$ cat src/rtl/dphy_calib_pkg.sv
// Shared types and constants for the D-PHY input-delay calibration controller.
package dphy_calib_pkg;

    localparam int unsigned TAP_W   = 5;
    localparam int unsigned TAP_MAX = 31;
    localparam int unsigned RUN_W   = 6;

    typedef enum logic [2:0] {
        ST_IDLE,
        ST_LOAD,
        ST_SETTLE,
        ST_OBSERVE,
        ST_EVAL,
        ST_APPLY,
        ST_DONE
    } calib_state_t;

    typedef struct packed {
        logic [TAP_W-1:0] cur_start;
        logic [RUN_W-1:0] cur_len;
        logic             run_open;
        logic [TAP_W-1:0] best_start;
        logic [RUN_W-1:0] best_len;
    } lane_eye_t;

    // Strictly-greater comparison keeps the earlier run on a tie.
    function automatic lane_eye_t close_run(input lane_eye_t e);
        lane_eye_t r;
        r = e;
        if (e.run_open && (e.cur_len > e.best_len)) begin
            r.best_start = e.cur_start;
            r.best_len   = e.cur_len;
        end
        r.run_open = 1'b0;
        return r;
    endfunction

    function automatic logic [TAP_W-1:0] centre_tap(input logic [TAP_W-1:0] start,
                                                    input logic [RUN_W-1:0] len);
        logic [RUN_W-1:0] half;
        logic [RUN_W:0]   sum;
        half = (len == '0) ? '0 : ((len - RUN_W'(1)) >> 1);
        sum  = {2'b00, start} + {1'b0, half};
        if (sum[RUN_W:TAP_W] != '0)
            return TAP_W'(TAP_MAX);
        return sum[TAP_W-1:0];
    endfunction

endpackage

$ cat src/rtl/dphy_eye_tracker.sv
// Per-lane eye tracker: saturating sync-hit counter, pass decision, longest
// passing-run bookkeeping and centre-tap computation.
module dphy_eye_tracker
    import dphy_calib_pkg::*;
#(
    parameter int unsigned PASS_THRESH = 4
) (
    input  logic             clk_i,
    input  logic             rst_i,
    input  logic             clear_i,
    input  logic             observe_i,
    input  logic             eval_i,
    input  logic             last_i,
    input  logic             sync_hit_i,
    input  logic [TAP_W-1:0] tap_i,
    output logic [TAP_W-1:0] centre_o,
    output logic [RUN_W-1:0] best_len_o
);

    localparam int unsigned CNT_W = (PASS_THRESH < 1) ? 1 : $clog2(PASS_THRESH + 1);
    localparam logic [CNT_W-1:0] THRESH_V = CNT_W'(PASS_THRESH);

    logic [CNT_W-1:0] hit_cnt;
    lane_eye_t        eye;
    lane_eye_t        eye_next;
    logic             pass;

    assign pass = (hit_cnt >= THRESH_V);

    always_comb begin
        eye_next = eye;
        if (pass) begin
            if (eye.run_open) begin
                eye_next.cur_len = eye.cur_len + 1'b1;
            end else begin
                eye_next.cur_start = tap_i;
                eye_next.cur_len   = RUN_W'(1);
                eye_next.run_open  = 1'b1;
            end
        end else begin
            eye_next = close_run(eye);
        end
        // A run still open at the final tap must compete for best as well.
        if (last_i)
            eye_next = close_run(eye_next);
    end

    always_ff @(posedge clk_i or posedge rst_i) begin
        if (rst_i) begin
            hit_cnt <= '0;
            eye     <= '0;
        end else if (clear_i) begin
            hit_cnt <= '0;
            eye     <= '0;
        end else if (observe_i) begin
            if (sync_hit_i && (hit_cnt != THRESH_V))
                hit_cnt <= hit_cnt + 1'b1;
        end else if (eval_i) begin
            eye     <= eye_next;
            hit_cnt <= '0;
        end
    end

    assign best_len_o = eye.best_len;
    assign centre_o   = centre_tap(eye.best_start, eye.best_len);

endmodule

$ cat src/rtl/dphy_delay_calib.sv
// D-PHY IDELAY calibration: sweeps all taps, centres each lane in its widest
// passing run. Optional eye_width_o statistics port under DPHY_CALIB_STATS_EN.
module dphy_delay_calib
    import dphy_calib_pkg::*;
#(
    parameter int unsigned      DATA_LANES    = 2,
    parameter int unsigned      SETTLE_CYCLES = 16,
    parameter int unsigned      WINDOW_CYCLES = 4096,
    parameter int unsigned      PASS_THRESH   = 4,
    parameter logic [TAP_W-1:0] DEFAULT_TAP   = 5'd0
) (
    input  logic                              clk_i,
    input  logic                              rst_i,
    input  logic                              start_i,
    input  logic [DATA_LANES-1:0]             sync_hit_i,
    output logic                              delay_act_o,
    output logic [DATA_LANES-1:0][TAP_W-1:0]  lane_delay_o,
    output logic                              busy_o,
    output logic                              done_o,
    output logic [DATA_LANES-1:0]             lane_fail_o
`ifdef DPHY_CALIB_STATS_EN
    ,
    output logic [DATA_LANES-1:0][RUN_W-1:0]  eye_width_o
`endif
);

    localparam int unsigned CYC_MAX = (SETTLE_CYCLES > WINDOW_CYCLES) ? SETTLE_CYCLES : WINDOW_CYCLES;
    localparam int unsigned CYC_W   = $clog2(CYC_MAX + 1);
    localparam logic [CYC_W-1:0] SETTLE_LAST = CYC_W'(SETTLE_CYCLES - 1);
    localparam logic [CYC_W-1:0] WINDOW_LAST = CYC_W'(WINDOW_CYCLES - 1);
    localparam logic [TAP_W-1:0] TAP_LAST    = TAP_W'(TAP_MAX);

    calib_state_t     state;
    logic [TAP_W-1:0] tap;
    logic [CYC_W-1:0] cyc;

    logic trk_clear;
    logic trk_observe;
    logic trk_eval;
    logic trk_last;

    logic [DATA_LANES-1:0][TAP_W-1:0] centre;
    logic [DATA_LANES-1:0][RUN_W-1:0] best_len;

    assign trk_clear   = (state == ST_IDLE) && start_i;
    assign trk_observe = (state == ST_OBSERVE);
    assign trk_eval    = (state == ST_EVAL);
    assign trk_last    = (tap == TAP_LAST);

    for (genvar i = 0; i < DATA_LANES; i++) begin : g_lane
        dphy_eye_tracker #(
            .PASS_THRESH(PASS_THRESH)
        ) u_tracker (
            .clk_i      (clk_i),
            .rst_i      (rst_i),
            .clear_i    (trk_clear),
            .observe_i  (trk_observe),
            .eval_i     (trk_eval),
            .last_i     (trk_last),
            .sync_hit_i (sync_hit_i[i]),
            .tap_i      (tap),
            .centre_o   (centre[i]),
            .best_len_o (best_len[i])
        );
    end

    // Outputs are registered actions of the current state, so each pulse
    // appears one cycle after the state that requests it.
    always_ff @(posedge clk_i or posedge rst_i) begin
        if (rst_i) begin
            state        <= ST_IDLE;
            tap          <= '0;
            cyc          <= '0;
            delay_act_o  <= 1'b0;
            lane_delay_o <= {DATA_LANES{DEFAULT_TAP}};
            busy_o       <= 1'b0;
            done_o       <= 1'b0;
            lane_fail_o  <= '0;
`ifdef DPHY_CALIB_STATS_EN
            eye_width_o  <= '0;
`endif
        end else begin
            delay_act_o <= 1'b0;
            done_o      <= 1'b0;
            unique case (state)
                ST_IDLE: begin
                    if (start_i) begin
                        state       <= ST_LOAD;
                        tap         <= '0;
                        cyc         <= '0;
                        lane_fail_o <= '0;
                        busy_o      <= 1'b1;
                    end
                end
                ST_LOAD: begin
                    delay_act_o  <= 1'b1;
                    lane_delay_o <= {DATA_LANES{tap}};
                    cyc          <= '0;
                    state        <= ST_SETTLE;
                end
                ST_SETTLE: begin
                    if (cyc == SETTLE_LAST) begin
                        cyc   <= '0;
                        state <= ST_OBSERVE;
                    end else begin
                        cyc <= cyc + 1'b1;
                    end
                end
                ST_OBSERVE: begin
                    if (cyc == WINDOW_LAST) begin
                        cyc   <= '0;
                        state <= ST_EVAL;
                    end else begin
                        cyc <= cyc + 1'b1;
                    end
                end
                ST_EVAL: begin
                    if (tap == TAP_LAST) begin
                        state <= ST_APPLY;
                    end else begin
                        tap   <= tap + 1'b1;
                        state <= ST_LOAD;
                    end
                end
                ST_APPLY: begin
                    delay_act_o <= 1'b1;
                    for (int unsigned i = 0; i < DATA_LANES; i++) begin
                        if (best_len[i] == '0) begin
                            lane_delay_o[i] <= DEFAULT_TAP;
                            lane_fail_o[i]  <= 1'b1;
                        end else begin
                            lane_delay_o[i] <= centre[i];
                        end
`ifdef DPHY_CALIB_STATS_EN
                        eye_width_o[i] <= best_len[i];
`endif
                    end
                    state <= ST_DONE;
                end
                ST_DONE: begin
                    done_o <= 1'b1;
                    busy_o <= 1'b0;
                    state  <= ST_IDLE;
                end
                default: state <= ST_IDLE;
            endcase
        end
    end

endmodule

$ cat config.mk
export PLATFORM = sky130hd
export DESIGN_NAME = dphy_delay_calib
export DESIGN_NICKNAME = d
export VERILOG_FILES = /design/src/rtl/dphy_calib_pkg.sv /design/src/rtl/dphy_eye_tracker.sv /design/src/rtl/dphy_delay_calib.sv
export SDC_FILE = /design/constraint.sdc
export NUM_CORES = 1
export LEC_CHECK = 0
export BUFFER_PORTS_ARGS = -buffer_cell sky130_fd_sc_hd__buf_2
export CORE_ASPECT_RATIO = 0.9
export CORE_MARGIN = 1
export CORE_UTILIZATION = 25
export CTS_BUF_LIST = sky130_fd_sc_hd__clkbuf_2 sky130_fd_sc_hd__clkbuf_4 sky130_fd_sc_hd__clkbuf_8
export DETAILED_ROUTE_END_ITERATION = 12
export GPL_ROUTABILITY_DRIVEN = 0
export MAX_ROUTING_LAYER = met4
export REMOVE_ABC_BUFFERS = 1
export SYNTH_ARGS = -nofsm -noshare
export SYNTH_HDL_FRONTEND = slang
export SYNTH_HIERARCHICAL = 1
export SYNTH_SLANG_ARGS = --single-unit
$ cat constraint.sdc
create_clock -name clk_i -period 2.9 [get_ports clk_i]
set_input_delay 0.58 -clock clk_i [delete_from_list [all_inputs] [get_ports clk_i]]
set_output_delay 0.58 -clock clk_i [all_outputs]
set_load 0.02 [all_outputs]
==> reports/metrics.csv <==
metric,value,unit
critPathMaxFanout,4,
grt_setup_unrepaired,yes,
via_per_inst,5.04,
drcViolationCount,0,
antenna_found_initial,0,
pin_count,20,
worst-path-buf-inv,1,
die_w,168,microns
slew-limit-headroom,32.1,%
synth_cells,687,
setup.worst_path.class,flop to flop,
ant_nets,0,
cts_max_level,3,
path_cells,ha_4 -> nand2_1 -> or2_4 -> a31oi_4 -> mux2i_2 -> ha_1 -> a21oi_2 -> a21boi_2 -> o31a_1 -> buf_4 -> a22oi_2 -> o21ai_1,
drtIter0Drc,452,
critPathTopFamily,compound AO/OA/AOI/OAI gates,
area_growth,27.5,%
worst_pin_slew,1020,ps
ys_seq_area_share,35.7,%
die_area,25300,sq um
violations,setup timing,
syn_area,6170,sq um
overflow,0,
n_fill_cell,2459,
power,2.75,mW
fin_crit_sh,105,%
async_reset_ff_share,100,%
critPathArrivalTime,3310,ps
fin_crit,3050,ps
max_stage_delay,420,ps
core,24300,sq um
fmax,328,MHz
synth-seq-cells,88,
synth_ff_type,dfrtp_1,
finalSetupViolCount,21,
tns,-1810,ps
antenna_cells,0,
clock_latency,370,ps
cts.sinks,88,
cp-end-kind,flop,
crit_required,3160,ps
cellLeakagePower,3.59,nW
grt_pass1_vias,5311,
dr.pass1.iters,6,
die_y,151,microns
drv_cap,0,
hold_class,input port to asynchronous set/reset pin,
final_net_count,842,
cp-start-kind,flop,
final_common_cell,buf_4,
tritoncts,built,
numCtsBuffers,9,
start_util,25.4,%
ys_types,67,
wirelength,16800,microns
grt_max_degree,32,
rows,54,
final_cell_mix,"buf_4 (108), dfrtp_1 (88), nor2_1 (53)",
final_hold_viol_count,0,
grt_pass1_wl,27100,microns
grt_usage,13.6,%
num_vias,5542,
p_per_area,349,nW/um^2
clk_root_buffer_cell,clkbuf_8,
cp_slowest_cell,dfrtp_1,
hpwl,11900,microns
final.setup_skew,14.9,ps
ff2ff_setup_slack,-150,ps
layout_setup_ws,-149,ps
drv_slew,0,
clock_path_buffers,2,
clk_pin_slew,100,ps
yosys_warnings,6,
syn_avg_cell_area,8.98,sq um
wl_per_cell,15.2,microns
synth_edf_count,0,
ir_worst_vdd,0.000230,V
status,finished with violations,
portBuffers,19,
drive_above_1_share,30.1,%
metal layers:
metal	vias up	share of wire (%)	track usage, %	routed length [microns]
li1	2712	-	-	-
met2	128	46	21.1	7710
met5	-	0	-	0
met4	0	1.2	3.62	202
met3	27	3.9	1.75	646
met1	2675	49	18.7	8190
final cells by class:
class	count	area, sq um	area share, %
Multi-Input combinational cell	518	3980	50.6
Sequential cell	88	2200	28.0
Timing Repair Buffer	128	917	11.7
Tap cell	308	385	4.90
Inverter	43	161	2.05
Clock buffer	9	124	1.57
Clock inverter	6	95.1	1.21
cell families (layout without fill, tap and decap cells):
family	Yosys count	after routing	share of synthesized area (%)
AO/OA/AOI/OAI	216	218	24.0
XOR/XNOR	12	12	1.70
adder cells (fa/ha/maj)	49	49	10.2
buffers and inverters	83	186	6.27
flip-flops	88	88	35.7
multiplexers	29	29	4.70
AND/OR/NAND/NOR	210	210	17.4
state kept, by name, indices dropped and copies added, names as in the netlist:
register,count
delay_act_o,1
lane_fail_o,2
g_lane.u_tracker/best_len_o,12
g_lane.u_tracker/hit_cnt,6
busy_o,1
state,3
done_o,1
g_lane.u_tracker/eye,34
tap,5
lane_delay_o,10
cyc,13
what timing repair did:
action                     4_1_cts  5_1_grt
hold buffers                     0        0
resized for setup               46       51
pin swaps                       19       31
setup endpoints to repair       32       32
gates cloned                     2        0
buffers inserted                10        6
stage by stage:
stage | setup slack [ps] | cells | hold slack (ps) | util [%] | instance area (sq um)
2_1_floorplan | -102 | 647 | 470 | - | 5950
4_1_cts | -79.6 | 1094 | 125 | 31.4 | 7610
6_report | -149 | 1100 | 137 | 32.4 | 7870
5_1_grt | -252 | 1100 | 143 | 32.4 | 7870
3_3_place_gp | -260 | 1067 | 488 | 29.4 | 7120
3_5_place_dp | -316 | 1067 | 491 | 29.4 | 7120
cells in the mapped netlist (15+ instances only):
cell type | number | area [sq um]
o21ai_0 | 46 | 230
nand2_1 | 47 | 176
clkbuf_1 | 18 | 67.6
nand3_1 | 26 | 130
inv_1 | 43 | 161
a22o_1 | 15 | 131
a21oi_1 | 56 | 280
nor2_1 | 53 | 199
mux2i_1 | 29 | 290
dfrtp_1 | 88 | 2200
ha_1 | 47 | 588
final timing paths:
path,cells after the start,startpoint,endpoint
worst max-delay path,12,g_lane[1].u_tracker/eye[17]$_DFFE_PP0P_,g_lane[1].u_tracker/eye[8]$_DFFE_PP0P_
worst min-delay path,2,rst_i,lane_delay_o[0]$_DFFE_PP0P_
worst max register to register,12,g_lane[1].u_tracker/eye[17]$_DFFE_PP0P_,g_lane[1].u_tracker/eye[8]$_DFFE_PP0P_
worst min register to register,1,g_lane[0].u_tracker/eye[18]$_DFFE_PP0P_,g_lane[0].u_tracker/eye[18]$_DFFE_PP0P_
max in group asynchronous,3,rst_i,cyc[8]$_DFFE_PP0P_
min in group clk_i,1,g_lane[0].u_tracker/eye[18]$_DFFE_PP0P_,g_lane[0].u_tracker/eye[18]$_DFFE_PP0P_
power by group:
| part | leakage [nW] | internal [mW] | total (mW) | switching (mW) |
|---|---|---|---|---|
| combinational | 2.37 | 0.186 | 0.432 | 0.246 |
| sequential | 1.12 | 1.28 | 1.34 | 0.0557 |
| clock | 0.109 | 0.487 | 0.975 | 0.488 |
| total | 3.59 | 1.96 | 2.75 | 0.790 |
Note: power is estimated with default switching activity, not from simulation.
